### config.mk
export PLATFORM = sky130hd
export DESIGN_NAME = mux_8_1
export DESIGN_NICKNAME = d
export VERILOG_FILES = /design/src/rtl/mux_pkg.sv /design/src/rtl/mux2_1.sv /design/src/rtl/mux_8_1.sv
export SDC_FILE = /design/constraint.sdc
export NUM_CORES = 1
export LEC_CHECK = 0
export CORE_AREA = 2 2 226 228
export DETAILED_ROUTE_END_ITERATION = 10
export DIE_AREA = 0 0 228 230
export DONT_BUFFER_PORTS = 1
export GPL_ROUTABILITY_DRIVEN = 0
export PLACE_DENSITY = 0.36
export SLEW_MARGIN = 20
export SYNTH_ARGS = -nofsm -noshare
export SYNTH_HDL_FRONTEND = slang
export SYNTH_HIERARCHICAL = 1
export SYNTH_SLANG_ARGS = --single-unit
### constraint.sdc
create_clock -name vclk -period 3.5
set_clock_uncertainty 0.1 [all_clocks]
set_input_delay 0.7 -clock vclk [all_inputs]
set_output_delay 0.7 -clock vclk [all_outputs]
set_load 0.05 [all_outputs]
### src/rtl/mux_pkg.sv
// Shared definitions for the word multiplexers of the single-cycle datapath.
package mux_pkg;

    localparam int MUX_WIDTH = 64;

    typedef logic [MUX_WIDTH-1:0] word_t;

endpackage

### src/rtl/mux2_1.sv
// 2:1 word mux built from explicit per-bit AND/OR/NOT gates: out = sel ? i1 : i0.
module mux2_1
    import mux_pkg::*;
#(
    parameter int WIDTH = MUX_WIDTH
) (
    input  logic [WIDTH-1:0] i0,
    input  logic [WIDTH-1:0] i1,
    input  logic             sel,
    output logic [WIDTH-1:0] out
);

    logic sel_n;

    assign sel_n = ~sel;

    for (genvar b = 0; b < WIDTH; b++) begin : g_bit
        assign out[b] = (i0[b] & sel_n) | (i1[b] & sel);
    end

endmodule

### src/rtl/mux_8_1.sv
// 8:1 word mux as a three-level tree of mux2_1 cells (sel[0], sel[1], sel[2]).
// Define MUX_8_1_OUT_REG_EN to register the output with an async active-low clear.
module mux_8_1
    import mux_pkg::*;
#(
    parameter int WIDTH = MUX_WIDTH
) (
    input  logic                  clk,
    input  logic                  rst_n,
    input  logic [7:0][WIDTH-1:0] i,
    input  logic [2:0]            sel,
    output logic [WIDTH-1:0]      out
);

    logic [WIDTH-1:0] lvl0 [4];
    logic [WIDTH-1:0] lvl1 [2];
    logic [WIDTH-1:0] lvl2;

    for (genvar k = 0; k < 4; k++) begin : g_lvl0
        mux2_1 #(.WIDTH(WIDTH)) u_mux (
            .i0  (i[2*k]),
            .i1  (i[2*k+1]),
            .sel (sel[0]),
            .out (lvl0[k])
        );
    end

    for (genvar k = 0; k < 2; k++) begin : g_lvl1
        mux2_1 #(.WIDTH(WIDTH)) u_mux (
            .i0  (lvl0[2*k]),
            .i1  (lvl0[2*k+1]),
            .sel (sel[1]),
            .out (lvl1[k])
        );
    end

    mux2_1 #(.WIDTH(WIDTH)) u_lvl2 (
        .i0  (lvl1[0]),
        .i1  (lvl1[1]),
        .sel (sel[2]),
        .out (lvl2)
    );

`ifdef MUX_8_1_OUT_REG_EN
    always_ff @(posedge clk or negedge rst_n) begin
        if (!rst_n) begin
            out <= '0;
        end else begin
            out <= lvl2;
        end
    end
`else
    // Combinational build: clk and rst_n are intentionally inert.
    logic unused_ok;

    assign unused_ok = ^{clk, rst_n};
    assign out       = lvl2;
`endif

endmodule

* Yosys cells after proc, flatten, opt, wreduce, memory -nomap -nowiden *
Cells that the tools add are included.

word-level totals
  bits in registers = 0
  bits of input ports = 517
  output and inout port bits = 64
  word-level logic and storage cells = 1347

operators by class
  bitwise logic cells = 1347

operators with widths
  operator       number
  $and A1 B1 Y1  896
  $or A1 B1 Y1   448
  $not A1 Y1     3

* Longest topological paths before layout *
Gate-level depths: netlist of run 1.

  depth in word-level cells = 7
  depth in mapped cells = 5
  depth with buffers taken out = 3

* Modules after synthesis *
Netlist of run 1, hierarchy kept.

by module, submodules not included
  module  times used  cells an instance  area an instance (um^2)  seq. area each (um^2)
  mux2_1  7           71                 1077.3                   0.0

* Worst setup path before layout of run 1 *
Ideal clock, no wire load.

  path kind = input to output
  from = in sel[0]
  to = out out[0]
  data arrival time = 1.920 ns
  data required time = 2.700 ns
  path slack = 0.780 ns
  stages = 5
  path buffers = 2
  cell sequence = buf_6 buf_12 mux2_4 mux2_4 mux2_4

RTL lines
  item         line           text
  from (decl)  mux_8_1.sv:11  input logic [2:0] sel,
  to (decl)    mux_8_1.sv:12  output logic [WIDTH-1:0] out

==> impl_metrics.py, run 1 <==
metrics = {
    "timing": {
        "tns_ns": 0,
        "grt_setup_unrepaired": "false",
        "setup_viol": 0,
        "fmax_mhz": 353,
        "drv_slew": 0,
        "hold_viol": 0,
        "period_share_pct": 81.0,
        "layout_min_cycle_time_ns": 2.84,
        "worstMarginPinSlew_ns": 0.505,
        "relSlewSlack_pct": 66.3,
    },
    "route": {
        "wl_met2_mm": 11.2,
        "drt_iter0_drc": 118,
        "highest_layer": "met4",
        "wl_met3_mm": 1.77,
        "wl_met1_mm": 7.63,
        "vias": 3981,
        "wire_per_inst_um": 19.0,
        "detail-route-antenna-nets": 0,
        "dr.pass1.iters": 4,
        "drc": 0,
        "wirelength_mm": 21.4,
        "vias_per_cell": 3.54,
    },
    "final_layout": {
        "layout_commonest_cell": "mux2_4",
        "nets": 967,
        "drive_gt1_share_pct": 100,
        "areaGrowthSynthToFinish_pct": -0.846,
        "finalNonFillerCells": 1126,
        "multi_input_area_um2": 6620,
        "fillers": 5559,
        "sequential_cell_total": 0,
        "seq_area_um2": 0,
        "clkbuf_count": 0,
        "mostFrequentLayoutCells": "mux2_4 (420), mux2_2 (28)",
    },
    "clock_network": {
        "cts_resized": 0,
        "ctsHoldBuffers": 0,
        "postCtsSetupBuffers": 0,
    },
    "setup_path": {
        "end_kind": "output port",
        "cp_slowest_cell": "mux2_4",
        "crit_path_max_fanout": 256,
        "cp.depth": 3,
        "crit_arrival_ns": 2.04,
        "crit_family": "multiplexers",
        "critPathMaxStageDelay_ns": 0.48,
        "critical_path_class": "input port to output port",
        "cp-start-kind": "input port",
        "crit_buf_inv": 0,
        "critical_path_required_ns": 2.70,
        "cp_common_cell": "mux2_4",
        "crit_chain": "mux2_4 > mux2_4 > mux2_4",
    },
    "floorplan": {
        "die_h_um": 230,
        "die_w_um": 228,
        "coreArea_um2": 49900,
        "start_util_pct": 15.1,
        "die-area_um2": 52400,
        "pin_count": 581,
        "rows": 82,
    },
    "synth": {
        "synth_nets": 1014,
        "yosysTopAreaCell": "mux2_4",
        "synth_top_family_by_area": "multiplexers",
        "synth_xor_area_share_pct": 0,
        "yosys.area_share.simple_pct": 0,
        "syn_avg_cell_area_um2": 15.2,
        "synthTopCellsByArea": "mux2_4 (84%), buf_12 (11%), mux2_2 (4.2%)",
        "ys_seq_area_share_pct": 0,
        "yosysWarnings": 6,
        "synth.cell_area_um2": 7540,
        "synth_cell_type_count": 4,
        "synth_top_area_share_pct": 83.6,
        "synth-compound-area-share_pct": 0,
        "postSynthCellCount": 497,
        "synthAdderAreaFrac_pct": 0,
        "synthMuxAreaShare_pct": 87.8,
    },
    "worst_hold_path": {
        "hp-class": "input port to output port",
        "whs_path_depth": 1,
    },
    "job": {
        "maxCapViolCount": 0,
    },
    "global_routing": {
        "grt_overflow": 0,
        "grt_max_degree": 257,
        "antenna_found_initial": 6,
        "first_global_vias": 4236,
        "grt_pass1_wl_mm": 28.9,
        "grt.total_usage_pct": 7.17,
    },
    "status": {
        "status": "finished clean",
    },
    "power_and_ir_drop": {
        "ir_drop_v": 0.0000566,
        "power.density_nw_per_um2": 166,
        "total_leakage_power_nw": 3.56,
        "power_w": 0.00124,
    },
    "placed_design": {
        "port_buffers": 0,
        "dp_hpwl_mm": 17.6,
        "dp_cells": 1120,
    },
}
[synthesized netlist by cell type]
master,number
buf_12,42
buf_6,7
mux2_2,28
mux2_4,420
[routing by layer]
metal / global-route usage (%) / vias up
met2: 13.8 / 311
met5: 0 / -
met4: 2.66 / 0
met1: 7.71 / 1847
li1: - / 1799
met3: 1.39 / 24
[path summary, 6_finish.rpt]
kind,startpoint,end,slack (ns)
setup / recovery,sel[0],out[13],0.66
hold / removal,sel[2],out[6],1.55
[report_power, final]
group | internal [W] | switching [W]
Combinational | 0.000703 | 0.000540
Clock | 0.000000000230 | 0
Sequential | 0 | 0
[cell families (layout without fill, tap and decap cells)]
logic type             count (synthesis)  in the layout
buffers and inverters                 49              0
muxes                                448            448
other                                  0              6
[stage by stage]
stage	util, %	hold slack (ns)	setup WS (ns)	instance area, um2
5_1_grt	15.0	1.54	0.768	7480
4_1_cts	15.0	1.55	0.799	7460
2_1_floorplan	-	1.77	0.780	7540
6_report	15.0	1.55	0.664	7480
3_5_place_dp	15.0	1.55	0.803	7460
3_3_place_gp	15.0	1.55	0.823	7460
[layout make-up]
class | count | area share, %
tap | 672 | 11.2
antenna | 6 | 0.201
multi-input combinational | 448 | 88.6
No activity file was read; power rests on OpenSTA's default activity.
==> inputs of run 2 (changes only) <==
ABC_AREA = 1   (was not set)
PLACE_DENSITY = 0.33   (was 0.36)
clock period = 2.35 ns   (was 3.5 ns; I/O delays follow)
==> impl_metrics.py, run 2 <==
metrics = {
    "timing": {
        "period_share_pct": 102,
        "whs_ns": 1.13,
        "fin_ws_ns": -0.0434,
        "hold_viol": 0,
        "grt_setup_unrepaired": "false",
        "layout_min_cycle_time_ns": 2.39,
        "fmax_mhz": 418,
        "drv_slew": 0,
        "tns_ns": -0.336,
        "setup_viol": 24,
        "worstMarginPinSlew_ns": 0.444,
        "relSlewSlack_pct": 70.4,
    },
    "final_layout": {
        "seq_area_um2": 0,
        "clkbuf_count": 0,
        "drive_gt1_share_pct": 6.01,
        "sequential_cell_total": 0,
        "layout_commonest_cell": "nand2_1",
        "finalNonFillerCells": 2109,
        "nets": 1949,
        "areaGrowthSynthToFinish_pct": 26.9,
        "fillers": 6046,
        "mostFrequentLayoutCells": "nand2_1 (1,344), buf_12 (75), inv_2 (5)",
        "multi_input_area_um2": 5040,
        "finish.utilization_pct": 15.0,
    },
    "synth": {
        "synth_top_area_share_pct": 85.3,
        "syn_avg_cell_area_um2": 4.10,
        "synthTopCellsByCount": "nand2_1 (1,344), buf_2 (42), clkbuf_8 (42)",
        "synth_nets": 1959,
        "synthTopCellsByArea": "nand2_1 (85%), clkbuf_8 (9.8%), buf_2 (3.6%)",
        "synth_cell_type_count": 5,
        "yosysTopAreaCell": "nand2_1",
        "postSynthCellCount": 1442,
        "ys_seq_area_share_pct": 0,
        "yosysWarnings": 6,
        "synth.most_common_cell": "nand2_1",
        "synth.cell_area_um2": 5910,
    },
    "route": {
        "drc": 0,
        "vias_per_cell": 3.89,
        "drt_iter0_drc": 460,
        "detail-route-antenna-nets": 0,
        "vias": 8198,
        "wire_per_inst_um": 15.2,
        "dr.pass1.iters": 5,
        "wirelength_mm": 32.0,
    },
    "placed_design": {
        "port_buffers": 0,
        "dp_hpwl_mm": 24.7,
        "dp_cells": 2100,
    },
    "setup_path": {
        "cp_slowest_cell": "inv_4",
        "crit_arrival_ns": 1.82,
        "cp-start-kind": "input port",
        "critical_path_required_ns": 1.78,
        "critPathMaxStageDelay_ns": 0.26,
        "crit_chain": "inv_4 > buf_12 > nand2_1 > nand2_1 > nand2_1 > nand2_1 > nand2_1 > nand2_1 > buf_12",
        "crit_path_max_fanout": 260,
        "end_kind": "output port",
        "cp_common_cell": "nand2_1",
        "critical_path_class": "input port to output port",
    },
    "global_routing": {
        "grt_overflow": 0,
        "antenna_found_initial": 7,
        "grt_max_degree": 261,
        "grt.total_usage_pct": 10.9,
        "grt_pass1_wl_mm": 45.1,
        "first_global_vias": 7782,
    },
    "worst_hold_path": {
        "whs_path_depth": 3,
        "hold_end": "out[18]",
        "hp-class": "input port to output port",
        "min-delay-start": "sel[2]",
    },
    "floorplan": {
        "die_w_um": 228,
        "die_h_um": 230,
        "die-area_um2": 52400,
        "rows": 82,
        "pin_count": 581,
        "coreArea_um2": 49900,
        "start_util_pct": 11.9,
    },
    "power_and_ir_drop": {
        "power.density_nw_per_um2": 267,
        "ir_drop_v": 0.000157,
        "total_leakage_power_nw": 4.66,
        "power_w": 0.00201,
    },
    "clock_network": {
        "ctsHoldBuffers": 0,
    },
    "status": {
        "status": "finished, violations left",
        "violations": "negative setup slack",
    },
    "job": {
        "maxCapViolCount": 0,
    },
}
==> run 2: cell types whose count changed after synthesis, sizes merged <==
cell    previous run  this run
clkbuf             0        42
mux2             448         0
nand2              0      1344
inv                0         7
==> run 2: logic make-up (layout without fill, tap and decap cells) <==
| logic type | Yosys count | after routing | synth area share, % |
|---|---|---|---|
| other | 0 | 7 | 0 |
| and+or+nand+nor | 1344 | 1344 | 85.3 |
| buffers and inverters | 98 | 86 | 14.7 |
==> run 2: worst max path at each step <==
stage / from / endpoint / slack (ns)
finish: sel[0] / out[31] / -0.04
detailed placement: sel[0] / out[31] / 0.12
global placement: sel[0] / out[31] / 0.13
floorplan: sel[0] / out[0] / 0.43
global route: sel[0] / out[2] / 0.0003
CTS: sel[0] / out[31] / 0.12
==> run 2: area by class of cell <==
cell class         instances  area share (%)
well taps                672            11.2
repair buffers            79            20.9
diodes                     7           0.234
inverters                  7           0.417
multi-input cells       1344            67.3
==> run 2: what timing repair did <==
item,CTS,global route
setup endpoints to repair,0,2
buffers inserted,0,0
gates resized for setup,0,3
==> run 2: stage by stage <==
stage	setup slack, ns	cell area [um2]
global route	0.000291	7500
global placement	0.133	7430
finish	-0.0434	7500
detailed placement	0.118	7430
floorplan	0.429	5910
CTS	0.118	7430
==> run 2: power breakdown <==
group	internal, W	total, W	switching [W]
logic	0.000807	0.00201	0.00120
clock network	0.000000000328	0.000000000328	0
registers	0	0	0
total	0.000807	0.00201	0.00120
==> run 2: critical path: cells and delay by family <==
kind	cells	cell delay (ns)
buffers and inverters	3	0.59
AND/OR/NAND/NOR	6	0.49
==> run 2: layer usage <==
layer | wire [um] | GRT usage (%) | vias to the layer above
met4 | 1210 | 4.15 | 2
met2 | 15300 | 19.3 | 391
met5 | 11 | 0 | -
met3 | 1780 | 1.30 | 63
li1 | - | - | 4216
met1 | 13700 | 13.5 | 3526
